[src/rtl/phase_discriminator.sv]
// Phase discriminator: differentiates CORDIC angles into per-sample phase deltas,
// squelches low-magnitude samples and averages 2^DECIM_LOG2 deltas per output.
module phase_discriminator #(
    parameter int unsigned DECIM_LOG2 = 3,
    parameter int unsigned W          = 16
) (
    input  logic                clk,
    input  logic                rst_n,
    input  logic                in_valid,
    input  logic signed [W-1:0] ang_in,
    input  logic signed [W-1:0] mag_in,
    input  logic        [W-2:0] squelch_thr,
    input  logic                clear,
    output logic signed [W-1:0] freq_out,
    output logic                out_valid,
    output logic                squelch_out
);

    localparam int unsigned AW = W + DECIM_LOG2;
    localparam int unsigned CW = (DECIM_LOG2 == 0) ? 1 : DECIM_LOG2;
    localparam int unsigned SW = DECIM_LOG2 + 1;
    localparam int unsigned N  = 1 << DECIM_LOG2;

    typedef enum logic {PRIME, RUN} state_t;

    state_t               state_q, state_d;
    logic signed [W-1:0]  prev_ang_q, prev_ang_d;
    logic signed [AW-1:0] acc_q, acc_d;
    logic [CW-1:0]        cnt_q, cnt_d;
    logic [SW-1:0]        sq_cnt_q, sq_cnt_d;
    logic signed [W-1:0]  freq_q, freq_d;
    logic                 out_valid_q, out_valid_d;
    logic                 squelch_q, squelch_d;

    logic [W-2:0]         mag_eff;
    logic                 squelched;
    logic signed [W-1:0]  delta;
    logic signed [AW-1:0] sum;
    logic [SW-1:0]        sq_next;
    logic                 last;

    always_comb begin
        mag_eff   = mag_in[W-1] ? '0 : mag_in[W-2:0];
        squelched = (mag_eff < squelch_thr);
        // W-bit subtraction wraps modulo 2^W, matching the circular angle scale
        delta     = squelched ? '0 : (ang_in - prev_ang_q);
        sum       = acc_q + AW'(delta);
        sq_next   = sq_cnt_q + SW'(squelched);
        last      = (cnt_q == CW'(N - 1));
    end

    always_comb begin
        state_d     = state_q;
        prev_ang_d  = prev_ang_q;
        acc_d       = acc_q;
        cnt_d       = cnt_q;
        sq_cnt_d    = sq_cnt_q;
        freq_d      = freq_q;
        squelch_d   = squelch_q;
        out_valid_d = 1'b0;

        if (clear) begin
            state_d  = PRIME;
            acc_d    = '0;
            cnt_d    = '0;
            sq_cnt_d = '0;
        end else if (in_valid) begin
            prev_ang_d = ang_in;
            case (state_q)
                PRIME: state_d = RUN;
                RUN: begin
                    if (last) begin
                        freq_d      = sum[AW-1:DECIM_LOG2];
                        squelch_d   = (sq_next == SW'(N));
                        out_valid_d = 1'b1;
                        acc_d       = '0;
                        cnt_d       = '0;
                        sq_cnt_d    = '0;
                    end else begin
                        acc_d    = sum;
                        cnt_d    = cnt_q + CW'(1);
                        sq_cnt_d = sq_next;
                    end
                end
                default: state_d = PRIME;
            endcase
        end
    end

    always_ff @(posedge clk) begin
        if (!rst_n) begin
            state_q     <= PRIME;
            prev_ang_q  <= '0;
            acc_q       <= '0;
            cnt_q       <= '0;
            sq_cnt_q    <= '0;
            freq_q      <= '0;
            out_valid_q <= 1'b0;
            squelch_q   <= 1'b0;
        end else begin
            state_q     <= state_d;
            prev_ang_q  <= prev_ang_d;
            acc_q       <= acc_d;
            cnt_q       <= cnt_d;
            sq_cnt_q    <= sq_cnt_d;
            freq_q      <= freq_d;
            out_valid_q <= out_valid_d;
            squelch_q   <= squelch_d;
        end
    end

    assign freq_out    = freq_q;
    assign out_valid   = out_valid_q;
    assign squelch_out = squelch_q;

endmodule

[config.mk]
export PLATFORM = sky130hd
export DESIGN_NAME = phase_discriminator
export DESIGN_NICKNAME = d
export VERILOG_FILES = /design/src/rtl/phase_discriminator.sv
export SDC_FILE = /design/constraint.sdc
export NUM_CORES = 1
export LEC_CHECK = 0
export BUFFER_PORTS_ARGS = -buffer_cell sky130_fd_sc_hd__buf_2
export CAP_MARGIN = 20
export CORE_UTILIZATION = 50
export CTS_BUF_LIST = sky130_fd_sc_hd__clkbuf_8 sky130_fd_sc_hd__clkbuf_16
export DETAILED_ROUTE_END_ITERATION = 8
export PLACE_DENSITY = 0.72
export SLEW_MARGIN = 10
export SYNTH_ARGS = -nofsm -noshare
export SYNTH_HDL_FRONTEND = slang
export SYNTH_SLANG_ARGS = --single-unit
[constraint.sdc]
create_clock -name clk -period 15.65 [get_ports clk]
set_input_delay 3.13 -clock clk [delete_from_list [all_inputs] [get_ports clk]]
set_output_delay 3.13 -clock clk [all_outputs]
set_load 0.01 [all_outputs]
==> impl_results.md <==
- Status: complete, no violations
- Yosys warnings: 0
- Post-synth EDFFs: 0
- Synthesized flop and latch total: 61
- Avg Vias per Cell: 5.32
- Antenna violations before repair: 0
- Post-CTS Hold Fix Bufs: 0
- Largest net degree at the start of global routing: 36
- Critical-path cell list: buf_2 > nor2b_1 > ha_1 > a21o_1 > a21o_1 > a21oi_1 > a31oi_1 > a211o_1 > a21oi_4 > nor2_1 > ha_1 > fa_1 > a211oi_1 > o211ai_1 > a2111oi_4 > o41ai_2 > a221oi_2 > xor3_1 > a21oi_1
- Slowest stage delay, CP: 0.42 ns
- Syn_nets: 662
- DR iter-0 viols: 120
- Max cap viols: 0
- CP Capture Type: flip-flop
- Min-Delay Startpoint: acc_q[17]$_SDFFE_PP0P_
- Fin Clk Skew: 0.00766 ns
- NumNets Final: 721
- Seq/Total Area, Yosys: 0.275
- Rows: 34
- Worst Reg-to-Reg Cells: 19
- Number of detailed-route iterations in the first pass: 5
- Core ar.: 8680 um^2
- Global-route wire length before repair: 16300 um
- Multi-input gate area: 3000 um^2
- Netlist cell types: 59
- Setup bufs post-CTS: 0
- CP Max Fanout: 17
- DR vias: 3883
- FF-to-FF setup slack: 11.33 ns
- Final core occ: 0.583
- Post-detail-place hpwl: 7360 um
- Fmax: 138 MHz
- Min cycle time layout: 7.24 ns
- Top delay family on crit path: compound AO/OA/AOI/OAI gates
- Area grow syn2layout: 13.8%
- Met1 usage: 0.283
- Mapped cell area: 4450 um^2
- GR met2 Demand/Resource: 0.387
- Filler cell count: 805
- PD cells: 75.0 nW/um^2
- Largest area contributor in the netlist: dfxtp_1
- Ys async rst share: 0
- Num CTS Buffers: 9
- Die Width: 96.3 um
- Top cells by area, synth: dfxtp_1 27%, ha_1 14%, nand2_1 6.7%
- RSZ-0062 raised after global routing: false
- Critical Path Start Type: input port
- RR Startpoint: prev_ang_q[0]$_SDFFE_PN0P_
- Placer Congestion: 0.877
- Final ANT Viol Nets: 0
- IO buf count: 68
- Layout cells sized above 1: 0.170
- CP Buf/Inv Count: 1
- Antenna Diode Count: 0
- Post-synth top area share: 0.275
- Worst endpoint required time: 15.93 ns
- Setup violators final: 0
- Post-Syn Area per Cell: 7.97 um^2
- CTS tree: done
- Worst slew pin tran: 1.12 ns
- CTS root buffer: clkbuf_8
- Worst Setup Path Type: in -> reg
- Post-synthesis instance total: 558
- Most frequent cells in the layout: 79 x nand2_1, 68 x buf_2, 61 x dfxtp_1
- Routed WL per cell: 13.3 um
- Max_slew headroom: 0.251
- Placed Instances: 713
- Vias in the first global route: 3746
- Hold Crit Class: reg -> reg
- Finished Layout Cells: 730
- FF+latch area: 1220 um^2
- Setup tns final: 0 ns
- Worst R2R End: acc_q[17]$_SDFFE_PP0P_
- Total global routing overflow: 0
- Total Routing Usage GR: 0.225
- Die ar.: 9270 um^2
- Total leakage power: 2.29 nW
- Final period util: 0.463
- Worst EP arrival: 7.52 ns
- Initial Util: 0.512
- Routed WL: 9680 um
- Clock Latency Late Sink: 0.35 ns
- Clock sink count: 61
- Remaining DRCs: 0
- I/O pin count: 69
- Peak supply drop: 0.0000409 V
- GR peak layer: met2
- Grt met3 use: 0.0545
- Commonest non-fill, non-tap cell in the layout: nand2_1
- Ys flop type: dfxtp_1
- Hold path depth: 2
- Post-CTS sizing: 0
- CTS clk-pin slew, worst paths: 0.07 ns
- Total power: 0.379 mW
- CTS HTree Levels: 3
- Slew Limit Fails: 0
- Hold worst-path end: acc_q[17]$_SDFFE_PP0P_
- Fin. Hold Viols: 0
- Crit path max-delay cell type: a21oi_4
- Clk buf depth: 2
- Die Height: 96.3 um
-- registers in the layout, indices dropped and copies added (netlist names) --
register	count
acc_q	19
freq_out	16
prev_ang_q	16
sq_cnt_q	4
cnt_q	3
out_valid	1
squelch_out	1
state_q	1
-- power by group --
part / leakage (nW) / total (mW) / internal (mW) / switching, mW
clock: 0.0955 / 0.146 / 0.0788 / 0.0671
combinational: 1.70 / 0.0744 / 0.0320 / 0.0424
sequential: 0.493 / 0.159 / 0.157 / 0.00136
total: 2.29 / 0.379 / 0.268 / 0.111
-- worst min-delay path, delay by kind of cell, from the launching register on --
kind / cells / cell delay, ns
AO/OA/AOI/OAI: 1 / 0.05
AND/OR/NAND/NOR: 1 / 0.05
flip-flops: 1 / 0.32
-- per-layer routing --
metal,vias up,part of all wire
li1,2045,-
met1,1740,0.48
met2,91,0.47
met3,7,0.049
met4,0,0.0070
met5,-,0
-- cells by family (layout without fill, tap and decap cells) --
group                    after synthesis  count (layout)  share of synthesized area
buffers and inverters                 58             122                     0.0506
multiplexers                           2               2                    0.00506
XOR/XNOR                              24              24                     0.0506
AND/OR/NAND/NOR                      216             216                      0.235
adder cells (fa/ha/maj)               53              53                      0.153
flip-flops                            61              61                      0.275
AO/OA/AOI/OAI                        144             144                      0.232
-- per-stage QoR --
stage                     setup slack [ns]  instance area, um^2  hold WS [ns]
after global routing                  8.04                 5060         0.492
after CTS                             8.39                 5050         0.463
final                                 8.41                 5060         0.459
after global placement                8.12                 4840         0.445
after floorplan                       8.17                 4450         0.426
after detailed placement              8.02                 4840         0.453
-- Yosys cell counts, types with 11 or more instances --
cell       n
dfxtp_1   61
xnor2_1   15
nand3_1   11
clkbuf_1  21
a21o_1    15
a21oi_1   38
nand2b_1  13
nor3_1    12
nor2_1    51
inv_1     35
a21boi_0  28
nand2_1   79
nor2b_1   19
ha_1      51
a22oi_1   13
o21ai_0   18
-- cell type report --
class                      instances  area share
clock buffer                      10      0.0272
timing repair buffer              71      0.0717
sequential                        61       0.241
multi-input combinational        439       0.593
inverter                          35      0.0260
tap                              108      0.0267
clock inverter                     6      0.0139
-- worst max-delay path by stage --
stage                from                         to  slack [ns]  cells past startpoint
2_1_floorplan  mag_in[15]  freq_out[15]$_SDFFE_PN0P_        8.17                     20
3_3_place_gp   mag_in[15]  freq_out[15]$_SDFFE_PN0P_        8.12                     19
3_5_place_dp   mag_in[15]     acc_q[18]$_SDFFE_PP0P_        8.02                     20
4_1_cts        mag_in[15]  freq_out[15]$_SDFFE_PN0P_        8.39                     19
5_1_grt        mag_in[15]  freq_out[15]$_SDFFE_PN0P_        8.04                     19
6_report       mag_in[15]  freq_out[15]$_SDFFE_PN0P_        8.41                     19
Note: power is estimated with default switching activity, not from simulation.
